$ cat src/rtl/render_pkg.sv
// Shared types and constants for the render pipeline front end.
package render_pkg;

    typedef enum logic [1:0] {
        IDLE  = 2'd0,
        ISSUE = 2'd1,
        DRAIN = 2'd2
    } sched_state_t;

    localparam int HCOUNT_W       = 11;
    localparam int VCOUNT_W       = 10;
    // Depth of full_renderer's pipeline; pipe stages there are sized from this.
    localparam int RENDER_LATENCY = 339;

endpackage

$ cat src/rtl/credit_counter.sv
// Up/down counter of outstanding items, saturating at 0 and at MAX.
// A decrement at zero is a protocol error from the consumer side.
module credit_counter #(
    parameter int MAX = 512,
    parameter int W   = $clog2(MAX + 1)
) (
    input  logic         clk,
    input  logic         rst,
    input  logic         inc,
    input  logic         dec,
    output logic [W-1:0] count,
    output logic         full
);

    localparam logic [W-1:0] MAX_C = W'(MAX);

    logic [W-1:0] count_q;
    logic [W-1:0] count_d;

    // Next count: +1 on inc alone, -1 on dec alone, hold when both or neither.
    always_comb begin
        count_d = count_q;
        if (inc && !dec && (count_q != MAX_C)) begin
            count_d = count_q + 1'b1;
        end else if (dec && !inc && (count_q != '0)) begin
            count_d = count_q - 1'b1;
        end
    end

    // Count register.
    always_ff @(posedge clk or posedge rst) begin
        if (rst) begin
            count_q <= '0;
        end else begin
            count_q <= count_d;
        end
    end

    assign count = count_q;
    assign full  = (count_q == MAX_C);

`ifndef SYNTHESIS
    // Flag a return arriving when nothing is outstanding.
    always @(posedge clk) begin
        if (!rst) begin
            assert (!(dec && (count_q == '0)))
                else $error("credit_counter: decrement while count is zero");
        end
    end
`endif

endmodule

$ cat src/rtl/render_scheduler.sv
// Frame sequencer: walks every pixel of the frame, issuing (hcount, vcount)
// beats under credit-based flow control, then drains in-flight pixels.
import render_pkg::*;

module render_scheduler #(
    parameter int H_ACTIVE = 320,
    parameter int V_ACTIVE = 180,
    parameter int CREDITS  = 512
) (
    input  logic                         aclk,
    input  logic                         areset,
    input  logic                         start,
    input  logic                         abort,
    output logic [HCOUNT_W-1:0]          hcount_axis_tdata,
    output logic [VCOUNT_W-1:0]          vcount_axis_tdata,
    output logic                         hv_axis_tvalid,
    input  logic                         hv_axis_tready,
    input  logic                         ret_valid,
    input  logic                         ret_ready,
    output logic                         busy,
    output logic                         frame_done,
    output logic                         aborted,
    output logic [$clog2(CREDITS+1)-1:0] outstanding
);

    localparam int OUT_W = $clog2(CREDITS + 1);
    localparam int RET_W = $clog2(H_ACTIVE * V_ACTIVE + 1);

    localparam logic [HCOUNT_W-1:0] H_LAST    = HCOUNT_W'(H_ACTIVE - 1);
    localparam logic [VCOUNT_W-1:0] V_LAST    = VCOUNT_W'(V_ACTIVE - 1);
    localparam logic [RET_W-1:0]    FRAME_PIX = RET_W'(H_ACTIVE * V_ACTIVE);
    localparam logic [OUT_W-1:0]    ONE_OUT   = OUT_W'(1);

    sched_state_t         state_q,     state_d;
    logic [HCOUNT_W-1:0]  hCount_q,    hCount_d;
    logic [VCOUNT_W-1:0]  vCount_q,    vCount_d;
    logic                 abortFlag_q, abortFlag_d;
    logic [RET_W-1:0]     returned_q,  returned_d;
    logic                 frameDone_q, frameDone_d;
    logic                 aborted_q,   aborted_d;

    logic issue;
    logic ret;
    logic creditsFull;
    logic lastPixel;
    logic drainDone;

    assign hv_axis_tvalid = (state_q == ISSUE) && !creditsFull;
    assign issue          = hv_axis_tvalid && hv_axis_tready;
    assign ret            = ret_valid && ret_ready;
    assign lastPixel      = (hCount_q == H_LAST) && (vCount_q == V_LAST);
    // A return in this cycle counts towards emptying the pipeline.
    assign drainDone      = (outstanding == '0) || ((outstanding == ONE_OUT) && ret);

    credit_counter #(
        .MAX (CREDITS),
        .W   (OUT_W)
    ) uCredits (
        .clk   (aclk),
        .rst   (areset),
        .inc   (issue),
        .dec   (ret),
        .count (outstanding),
        .full  (creditsFull)
    );

    // Next-state logic: scan counters advance per accepted beat, abort wins over start.
    always_comb begin
        state_d     = state_q;
        hCount_d    = hCount_q;
        vCount_d    = vCount_q;
        abortFlag_d = abortFlag_q;
        returned_d  = returned_q + RET_W'(ret);
        frameDone_d = 1'b0;
        aborted_d   = 1'b0;

        case (state_q)
            IDLE: begin
                if (start && !abort) begin
                    state_d     = ISSUE;
                    hCount_d    = '0;
                    vCount_d    = '0;
                    abortFlag_d = 1'b0;
                    returned_d  = '0;
                end
            end
            ISSUE: begin
                if (issue) begin
                    if (hCount_q == H_LAST) begin
                        hCount_d = '0;
                        vCount_d = (vCount_q == V_LAST) ? '0 : vCount_q + 1'b1;
                    end else begin
                        hCount_d = hCount_q + 1'b1;
                    end
                end
                if (abort) begin
                    state_d     = DRAIN;
                    abortFlag_d = 1'b1;
                end else if (issue && lastPixel) begin
                    state_d = DRAIN;
                end
            end
            DRAIN: begin
                if (abort) begin
                    abortFlag_d = 1'b1;
                end
                if (drainDone) begin
                    state_d = IDLE;
                    if (abortFlag_q || abort) begin
                        aborted_d = 1'b1;
                    end else begin
                        frameDone_d = 1'b1;
                    end
                end
            end
            default: begin
                state_d = IDLE;
            end
        endcase
    end

    // State, scan counters and completion pulses.
    always_ff @(posedge aclk or posedge areset) begin
        if (areset) begin
            state_q     <= IDLE;
            hCount_q    <= '0;
            vCount_q    <= '0;
            abortFlag_q <= 1'b0;
            returned_q  <= '0;
            frameDone_q <= 1'b0;
            aborted_q   <= 1'b0;
        end else begin
            state_q     <= state_d;
            hCount_q    <= hCount_d;
            vCount_q    <= vCount_d;
            abortFlag_q <= abortFlag_d;
            returned_q  <= returned_d;
            frameDone_q <= frameDone_d;
            aborted_q   <= aborted_d;
        end
    end

    assign hcount_axis_tdata = hCount_q;
    assign vcount_axis_tdata = vCount_q;
    assign busy              = (state_q != IDLE);
    assign frame_done        = frameDone_q;
    assign aborted           = aborted_q;

`ifndef SYNTHESIS
    // A completed frame must have seen every pixel come back.
    always @(posedge aclk) begin
        if (!areset && frameDone_d) begin
            assert (returned_d == FRAME_PIX)
                else $error("render_scheduler: frame_done with %0d pixels returned", returned_d);
        end
    end
`endif

endmodule
$ cat config.mk
export PLATFORM = sky130hd
export DESIGN_NAME = render_scheduler
export DESIGN_NICKNAME = d
export VERILOG_FILES = /design/src/rtl/render_pkg.sv /design/src/rtl/credit_counter.sv /design/src/rtl/render_scheduler.sv
export SDC_FILE = /design/constraint.sdc
export NUM_CORES = 1
export LEC_CHECK = 0
export ABC_AREA = 1
export BUFFER_PORTS_ARGS = -buffer_cell sky130_fd_sc_hd__buf_2
export CORE_ASPECT_RATIO = 1.4
export CORE_MARGIN = 2
export CORE_UTILIZATION = 35
export CTS_BUF_LIST = sky130_fd_sc_hd__clkbuf_8
export DETAILED_ROUTE_END_ITERATION = 7
export GPL_ROUTABILITY_DRIVEN = 0
export SYNTH_ARGS = -nofsm -noshare
export SYNTH_HDL_FRONTEND = slang
export SYNTH_HIERARCHICAL = 1
export SYNTH_SLANG_ARGS = --single-unit
$ cat constraint.sdc
create_clock -name aclk -period 3.9 [get_ports aclk]
set_clock_uncertainty 0.05 [all_clocks]
set_input_delay 0.78 -clock aclk [delete_from_list [all_inputs] [get_ports aclk]]
set_output_delay 0.78 -clock aclk [all_outputs]
set_load 0.01 [all_outputs]
==> flow_summary.yaml, run 1 <==
finish:
  n_fill_cell: 785
  syn_to_final_growth_pct: 14.3
  drive_gt1_frac: 0.178
  antenna_cells: 0
  final_nets: 431
  final_util: 0.408
sta:
  hold_slack_ns: 0.431
  setup_viol: 0
  slew_violations: 0
  worstMarginPinSlew_ns: 0.996
  rsz0062_at_grt: "false"
  tns_ns: 0
  clock.fmax_ghz: 0.327
  final_hold_viol_count: 0
  period_minus_slack_ns: 3.05
  maxSlewHeadroom: 0.335
  min_period_over_period: 0.783
synthesis:
  synthArstFlopShare: 1.00
  yosysTopAreaCell: "dfrtp_1"
  synthCells: 366
  synth_cell_types: 34
  synth_area_leaders: "dfrtp_1, nand2_1, inv_1"
  synth_top_area_share: 0.345
  yosys_warnings: 6
  synth-seq-cells: 36
  syn_area_mm2: 0.00261
  synthTopCellsByCount: "nand2_1, inv_1, nor2_1"
  synth_edf_count: 0
  syn_area_per_cell_um2: 7.14
  ys_seq_area_frac: 0.345
  syn_nets: 388
  synth.most_common_cell: "nand2_1"
  synthFlopType: "dfrtp_1"
job:
  drv_cap: 0
cts:
  postCtsSetupRepairBufs: 0
  cts_max_level: 2
  clkLatencyLatePin_ns: 0.29
  cts_hold_buf: 0
  clk_pin_slew_ns: 0.08
  clk_path_buf_depth: 2
  cts_buffers: 5
  cts_sinks: 36
  clockRootBuffer: "clkbuf_8"
  cts_tree: "done"
  cts_resized: 0
floorplan:
  coreArea_mm2: 0.00731
  initial_core_util: 0.357
  rows: 37
  io_pins: 42
  die_area_mm2: 0.00818
  die_h_um: 106
  fp.dieW_um: 77.0
pwr:
  switchingPower_mw: 1.02
  p_sw_frac: 0.497
  seqPwrFrac: 0.283
  leakage_nw: 1.58
  pwr-share-comb: 0.585
  p_int_mw: 1.03
  power.share.clock: 0.133
  peakVddDrop_v: 0.000452
  pwr_density_cell_mw_per_mm2: 688
global_routing:
  grt_usage: 0.158
  grt_max_degree: 27
  grt_pass1_vias: 2274
  grt_pass1_wl_um: 10400
  overflow: 0
  grt_antenna_before_repair: 0
route:
  drc: 0
  avgRoutedWirePerCell_um: 12.3
  drtPass1Iterations: 4
  antenna_left: 0
  routed_via_density: 4.78
  drt_wl_total_um: 6230
  vias: 2424
  drtIter0Drc: 109
critical_path:
  endpoint_kind: "flip-flop"
  critPathLaunchType: "flip-flop"
  ff2ff_path_depth: 16
  worstPathArrival_ns: 3.17
  crit_fanout: 12
  cp_data_required_time_ns: 4.01
  worst_r2r_startpoint: "state_q[1]$_DFFE_PP0P_"
  reg2reg_to: "uCredits/count[8]$_DFFE_PP0P_"
  regToRegSetupSlack_ns: 0.85
  crit_type: "flip-flop to flip-flop"
outcome:
  status: "finished, final reports clean"
placed_design:
  dp_hpwl_um: 4840
  portBuffers: 41
worst_hold_path:
  hp-class: "primary input to asynchronous set/reset pin"
## per-layer routing
| layer | vias up | global-route usage | routed length (um) | part of all wire |
|---|---|---|---|---|
| met5 | - | 0 | 0 | 0 |
| met4 | 0 | 0.0574 | 130 | 0.021 |
| met3 | 13 | 0.0331 | 284 | 0.046 |
| met2 | 64 | 0.281 | 3130 | 0.50 |
| met1 | 1096 | 0.186 | 2680 | 0.43 |
| li1 | 1251 | - | - | - |
## logic make-up (layout without fill, tap and decap cells)
| logic type | after synthesis | after routing | synth area share |
|---|---|---|---|
| xor+xnor | 11 | 11 | 0.0369 |
| fa+ha+maj | 15 | 15 | 0.0747 |
| compound gates | 38 | 38 | 0.0838 |
| flops | 36 | 36 | 0.345 |
| simple gates | 206 | 206 | 0.362 |
| buf+inv | 60 | 104 | 0.0981 |
## how the worst max path moves through the flow
stage | from | endpoint | slack [ns] | cells past startpoint
6_report | state_q[1]$_DFFE_PP0P_ | uCredits/count[8]$_DFFE_PP0P_ | 0.85 | 16
3_3_place_gp | hv_axis_tready | uCredits/count[8]$_DFFE_PP0P_ | 1.02 | 14
4_1_cts | state_q[1]$_DFFE_PP0P_ | uCredits/count[8]$_DFFE_PP0P_ | 0.88 | 16
2_1_floorplan | uCredits/count[0]$_DFFE_PP0P_ | uCredits/count[8]$_DFFE_PP0P_ | 1.28 | 19
3_5_place_dp | state_q[1]$_DFFE_PP0P_ | uCredits/count[8]$_DFFE_PP0P_ | 0.91 | 16
5_1_grt | uCredits/count[0]$_DFFE_PP0P_ | uCredits/count[8]$_DFFE_PP0P_ | 0.60 | 19
## layout make-up
| type | instances | area (um2) | share of cell area |
|---|---|---|---|
| clock inverter | 2 | 7.51 | 0.00251 |
| inverter | 54 | 205 | 0.0687 |
| sequential | 36 | 901 | 0.302 |
| clock buffer | 6 | 82.6 | 0.0276 |
| timing repair buffer | 42 | 213 | 0.0712 |
| tap | 97 | 121 | 0.0406 |
| multi-input combinational | 270 | 1460 | 0.488 |
## critical path, stage by stage, from the launching register on
cell,delay [ns]
dfrtp_1,0.41
inv_1,0.13
ha_1,0.16
buf_4,0.19
nand3_1,0.13
inv_1,0.09
inv_1,0.06
nor2_1,0.21
nand2_4,0.16
ha_1,0.40
nand2_1,0.07
o21ai_0,0.41
nand3_1,0.17
nand2_1,0.09
nand2_1,0.05
nand3_1,0.07
o21ai_0,0.07
## registers in the layout, summed over array words and instances, names as in the netlist
register	cells
frame_done	1
state_q	2
hcount_axis_tdata	11
aborted	1
abortFlag_q	1
uCredits/count	10
vcount_axis_tdata	10
## power groups by stage
stage	combinational [mW]	sequential [mW]	clock, mW
finish	1.20	0.581	0.273
global route	1.35	0.597	0.299
CTS	1.21	0.582	0.282
detailed placement	1.21	0.588	0
global placement	1.19	0.584	0
floorplan	0.919	0.583	0
## layout by cell type, fill, tap and decap left out
master	instances
nand2_1	97
a21o_1	1
or2_0	1
nor2_8	1
nand3b_1	1
clkbuf_8	6
inv_4	1
buf_2	41
xnor2_1	3
a21boi_1	2
inv_2	3
nor2_1	37
ha_1	14
inv_1	52
o21ai_2	5
nor3_1	8
nand2_4	3
nor2_2	3
nor2_4	2
dfrtp_1	36
buf_4	1
o21ai_0	8
nand2_2	3
a21oi_1	10
nand4_1	9
xor2_1	8
o21ai_1	11
and2_1	1
fa_1	1
or2_2	2
o21bai_1	1
nand3_2	2
nand3_1	36
## stage by stage
| step | area [um2] | total power, mW | worst slack, ns | cells |
|---|---|---|---|---|
| after floorplan | 2610 | 1.50 | 1.28 | 366 |
| after global placement | 2900 | 1.78 | 1.02 | 499 |
| after detailed placement | 2900 | 1.79 | 0.908 | 499 |
| after CTS | 2990 | 2.07 | 0.877 | 507 |
| after global routing | 2990 | 2.25 | 0.602 | 507 |
| final | 2990 | 2.06 | 0.846 | 507 |
Note: power is estimated with default switching activity, not from simulation.
==> run 2, diff against run 1 <==
--- a/config.mk
+++ b/config.mk
@@ -5,7 +5,7 @@
 export SDC_FILE = /design/constraint.sdc
 export NUM_CORES = 1
 export LEC_CHECK = 0
-export ABC_AREA = 1
+export ABC_AREA = 0
 export BUFFER_PORTS_ARGS = -buffer_cell sky130_fd_sc_hd__buf_2
 export CORE_ASPECT_RATIO = 1.4
 export CORE_MARGIN = 2
==> constraint.sdc (replaced) <==
create_clock -name aclk -period 2.55 [get_ports aclk]
set_clock_uncertainty 0.05 [all_clocks]
set_input_delay 0.51 -clock aclk [delete_from_list [all_inputs] [get_ports aclk]]
set_output_delay 0.51 -clock aclk [all_outputs]
set_load 0.01 [all_outputs]
==> flow_summary.yaml, run 2 <==
sta:
  clock.fmax_ghz: 0.355
  slew_violations: 0
  final_hold_viol_count: 0
  maxSlewHeadroom: 0.548
  setup_ws_ns: -0.266
  period_minus_slack_ns: 2.82
  setup_viol: 5
  hold_slack_ns: 0.150
  worstMarginPinSlew_ns: 0.676
  min_period_over_period: 1.10
  rsz0062_at_grt: "true"
outcome:
  violations: "setup timing"
  status: "finished with violations"
cts:
  cts_sinks: 36
  cts_tree: "done"
  cts_hold_buf: 0
  clk_pin_slew_ns: 0.07
  cts_buffers: 5
  clkLatencyLatePin_ns: 0.30
  cts_max_level: 2
  clockRootBuffer: "clkbuf_8"
  clk_path_buf_depth: 2
route:
  drt_wl_total_um: 6570
  antenna_left: 0
  drc: 0
  vias: 2340
  drtPass1Iterations: 4
  routed_via_density: 5.14
  avgRoutedWirePerCell_um: 14.4
  drtIter0Drc: 113
pwr:
  switchingPower_mw: 1.62
  seqPwrFrac: 0.204
  peakVddDrop_v: 0.000713
  pwr-share-comb: 0.664
  leakage_nw: 1.62
  power.share.clock: 0.132
  p_sw_frac: 0.424
  p_int_mw: 2.21
  pwr_density_cell_mw_per_mm2: 1110
floorplan:
  initial_core_util: 0.363
  die_area_mm2: 0.00799
  die_h_um: 105
  rows: 36
  coreArea_mm2: 0.00703
  fp.dieW_um: 76.1
  io_pins: 42
synthesis:
  yosys_warnings: 6
  syn_nets: 294
  syn_area_per_cell_um2: 9.37
  synth-seq-cells: 36
  synth_cell_types: 62
  yosysTopAreaCell: "dfrtp_1"
  synthFlopType: "dfrtp_1"
  synth_area_leaders: "dfrtp_1, ha_1, nor2_1"
  synthCells: 272
  synthArstFlopShare: 1.00
  ys_seq_area_frac: 0.353
  synthTopCellsByCount: "dfrtp_1, nor2_1, nand2_1"
  synth_edf_count: 0
  syn_area_mm2: 0.00255
  synth_top_area_share: 0.353
  synth.most_common_cell: "dfrtp_1"
placed_design:
  dp_hpwl_um: 4940
  pre_cts_ws_ns: -0.278
  placed_cell_area_mm2: 0.00318
  portBuffers: 41
global_routing:
  grt_usage: 0.165
  grt_antenna_before_repair: 0
  grt_pass1_wl_um: 10800
  grt_max_degree: 27
  grt_pass1_vias: 2282
  overflow: 0
finish:
  drive_gt1_frac: 0.386
  antenna_cells: 0
  fin_area_mm2: 0.00344
  final_common_cell: "buf_4"
  largest_register_ffs: 11
  syn_to_final_growth_pct: 34.9
  final_nets: 381
  final_cell_mix: "buf_4, buf_2, dfrtp_1, nor2_1, nand2_1"
critical_path:
  slowest_stage: "dfrtp_2"
  cp_data_required_time_ns: 2.69
  crit_type: "flip-flop to flip-flop"
  startpoint: "uCredits/count[6]$_DFFE_PP0P_"
  reg2reg_to: "uCredits/count[6]$_DFFE_PP0P_"
  regToRegSetupSlack_ns: -0.27
  critPathLaunchType: "flip-flop"
  ff2ff_path_depth: 12
  worstPathArrival_ns: 2.95
  crit_fanout: 6
  endpoint_kind: "flip-flop"
  worst_r2r_startpoint: "uCredits/count[6]$_DFFE_PP0P_"
  max_stage_delay_ns: 0.43
  crit_chain: "nor4_4 -> and3_4 -> and2_4 -> nand2b_4 -> nor2_4 -> nand2_4 -> ha_4 -> nor2b_4 -> o31a_4 -> o21a_1 -> o32a_1 -> a22o_1"
job:
  drv_cap: 0
worst_hold_path:
  hp-class: "primary input to asynchronous set/reset pin"
## run 2: worst max-delay path: cells and delay by family, from the launching register on
| kind | cells | cell delay, ns |
|---|---|---|
| simple gates | 7 | 1.05 |
| compound gates | 4 | 0.96 |
| flops | 1 | 0.43 |
| fa+ha+maj | 1 | 0.22 |
## run 2: logic make-up after synthesis
| family | after synthesis | share of synthesized area |
|---|---|---|
| AOI/OAI and AO/OA | 70 | 0.213 |
| xor gates and xnor gates | 12 | 0.0412 |
| adders and majority gates | 15 | 0.0765 |
| buffers and inverters | 22 | 0.0393 |
| DFF | 36 | 0.353 |
| muxes | 6 | 0.0265 |
| and+or+nand+nor | 111 | 0.250 |
## run 2: timing repair
item / 4_1_cts / 5_1_grt
setup endpoints to repair: 6 / 9
resized for setup: 5 / 16
pin swaps: 2 / 8
buffers inserted: 1 / 5
## run 2: area by class of cell
type	count	area (um2)
Sequential cell	36	905
Clock inverter	3	38.8
Tap cell	95	119
Timing Repair Buffer	87	554
Clock buffer	5	68.8
Multi-Input combinational cell	214	1700
Inverter	15	56.3
Fill cell	689	3590
## run 2: routing by layer
metal  global-route usage  routed length (um)
met1                0.189                2750
met2                0.305                3510
met3               0.0328                 225
met4               0.0545                  82
met5                    0                   0
## run 2: metrics by stage
step                power, mW  instances   util  setup TNS (ns)
detailed placement       3.11        441  0.452           -1.01
CTS                      3.67        450  0.471          -0.919
global route             4.13        455  0.490           -1.86
global placement         3.06        441  0.452          -0.591
floorplan                2.27        272      -          -0.728
finish                   3.83        455  0.490           -1.09
## run 2: power groups by stage
stage | combinational (mW) | sequential (mW) | clock (mW)
floorplan | 1.38 | 0.891 | 0
global placement | 2.28 | 0.781 | 0
detailed placement | 2.33 | 0.787 | 0
CTS | 2.37 | 0.775 | 0.515
global route | 2.80 | 0.795 | 0.533
finish | 2.54 | 0.781 | 0.506
## run 2: how the worst max path moves through the flow
stage | end | slack, ns | cells past startpoint
2_1_floorplan | uCredits/count[6]$_DFFE_PP0P_ | -0.30 | 12
3_3_place_gp | uCredits/count[6]$_DFFE_PP0P_ | -0.17 | 12
3_5_place_dp | uCredits/count[9]$_DFFE_PP0P_ | -0.28 | 12
4_1_cts | uCredits/count[6]$_DFFE_PP0P_ | -0.25 | 12
5_1_grt | uCredits/count[6]$_DFFE_PP0P_ | -0.37 | 12
6_report | uCredits/count[6]$_DFFE_PP0P_ | -0.27 | 12
==> run 3, diff against run 2 <==
--- a/config.mk
+++ b/config.mk
@@ -5,7 +5,7 @@
 export SDC_FILE = /design/constraint.sdc
 export NUM_CORES = 1
 export LEC_CHECK = 0
-export ABC_AREA = 0
+export ABC_AREA = 1
 export BUFFER_PORTS_ARGS = -buffer_cell sky130_fd_sc_hd__buf_2
 export CORE_ASPECT_RATIO = 1.4
 export CORE_MARGIN = 2
==> flow_summary.yaml, run 3 (synthesized netlist as in run 1, its figures left out) <==
outcome:
  status: "finished, final reports clean"
sta:
  slew_violations: 0
  final_hold_viol_count: 0
  maxSlewHeadroom: 0.657
  worstMarginPinSlew_ns: 0.515
  tns_ns: 0
  min_period_over_period: 0.946
  period_minus_slack_ns: 2.41
  hold_slack_ns: 0.152
  clock.fmax_ghz: 0.415
  setup_viol: 0
cts:
  cts_tree: "done"
  clk_pin_slew_ns: 0.07
  clk_path_buf_depth: 2
  cts_max_level: 2
  cts_sinks: 36
  cts_buffers: 5
  clkLatencyLatePin_ns: 0.29
  clockRootBuffer: "clkbuf_8"
critical_path:
  slowest_stage: "dfrtp_1"
  reg2reg_to: "uCredits/count[6]$_DFFE_PP0P_"
  crit_type: "flip-flop to flip-flop"
  cp_data_required_time_ns: 2.67
  crit_fanout: 5
  critPathLaunchType: "flip-flop"
  endpoint_kind: "flip-flop"
  max_stage_delay_ns: 0.39
  worst_r2r_startpoint: "uCredits/count[4]$_DFFE_PP0P_"
  ff2ff_path_depth: 19
  regToRegSetupSlack_ns: 0.14
  startpoint: "uCredits/count[4]$_DFFE_PP0P_"
  crit_chain: "nor2_2 -> nand2_1 -> nor2_2 -> nand2_2 -> inv_1 -> inv_1 -> nand3_2 -> inv_2 -> inv_2 -> nor2_4 -> nand2_4 -> buf_4 -> ha_4 -> a21o_1 -> inv_1 -> nand2_1 -> or2_2 -> nand3_1 -> nand2_1"
  worstPathArrival_ns: 2.54
finish:
  drive_gt1_frac: 0.286
  final_nets: 454
  antenna_cells: 0
  n_fill_cell: 782
  final_util: 0.457
  final_common_cell: "nand2_1"
  syn_to_final_growth_pct: 27.9
  largest_register_ffs: 11
  final_cells: 530
  final_cell_mix: "nand2_1, inv_1, buf_2, dfrtp_1"
floorplan:
  rows: 37
  io_pins: 42
  fp.dieW_um: 77.0
  die_area_mm2: 0.00818
  initial_core_util: 0.357
  die_h_um: 106
  coreArea_mm2: 0.00731
pwr:
  peakVddDrop_v: 0.000748
  power.total_mw: 3.71
  leakage_nw: 1.70
  pwr_density_cell_mw_per_mm2: 1110
global_routing:
  grt_max_degree: 27
  overflow: 0
  grt_usage: 0.160
  grt_pass1_wl_um: 10700
  grt_pass1_vias: 2363
  grt_antenna_before_repair: 0
route:
  drc: 0
  avgRoutedWirePerCell_um: 12.3
  vias: 2520
  drtPass1Iterations: 4
  drt_wl_total_um: 6500
  routed_via_density: 4.75
  drtIter0Drc: 123
  antenna_left: 0
placed_design:
  portBuffers: 41
  dp_cells: 517
  dp_hpwl_um: 4860
job:
  drv_cap: 0
worst_hold_path:
  hp-class: "primary input to asynchronous set/reset pin"
run 3: critical path, delay by kind of cell (launching register included):
kind / cells / cell delay, ns
simple gates: 11 / 1.07
buf+inv: 6 / 0.42
flops: 1 / 0.39
fa+ha+maj: 1 / 0.21
compound gates: 1 / 0.17
run 3: worst max-delay path by stage:
stage,depth (start not counted),slack [ns],endpoint
after global placement,19,0.02,uCredits/count[8]$_DFFE_PP0P_
after global routing,20,-0.04,uCredits/count[9]$_DFFE_PP0P_
final,19,0.14,uCredits/count[6]$_DFFE_PP0P_
after detailed placement,19,-0.06,uCredits/count[8]$_DFFE_PP0P_
after floorplan,19,0.02,uCredits/count[6]$_DFFE_PP0P_
after CTS,19,0.05,uCredits/count[6]$_DFFE_PP0P_
run 3: what timing repair did:
item | in CTS | in global routing
pin swaps | 1 | 7
setup buffers | 2 | 2
gates resized for setup | 2 | 31
gates cloned | 0 | 1
hold buffers | 0 | 0
endpoints found under the setup margin | 4 | 6
run 3: per-layer routing:
layer,track usage,vias up,part of all wire
met1,0.186,1177,0.42
met5,0,-,0
met4,0.0536,0,0.0083
met2,0.298,43,0.54
met3,0.0221,4,0.032
li1,-,1296,-
run 3: where the power goes:
part	leakage, nW	internal (mW)	switching (mW)
clock	0.0593	0.286	0.201
combinational	1.16	0.994	1.43
sequential	0.479	0.700	0.104
total	1.70	1.98	1.73
run 3: final cells by class:
type / instances / area (um2) / share of cell area
Clock buffer: 5 / 68.8 / 0.0206
Timing Repair Buffer: 64 / 382 / 0.114
Sequential cell: 36 / 902 / 0.270
Inverter: 54 / 205 / 0.0614
Tap cell: 97 / 121 / 0.0363
Clock inverter: 3 / 38.8 / 0.0116
Multi-Input combinational cell: 271 / 1620 / 0.486
run 3: per-stage QoR:
step	cell area (um2)	setup slack, ns
after detailed placement	3030	-0.0598
after global routing	3340	-0.0366
after CTS	3160	0.0511
final	3340	0.138
after global placement	3030	0.0160
after floorplan	2620	0.0177
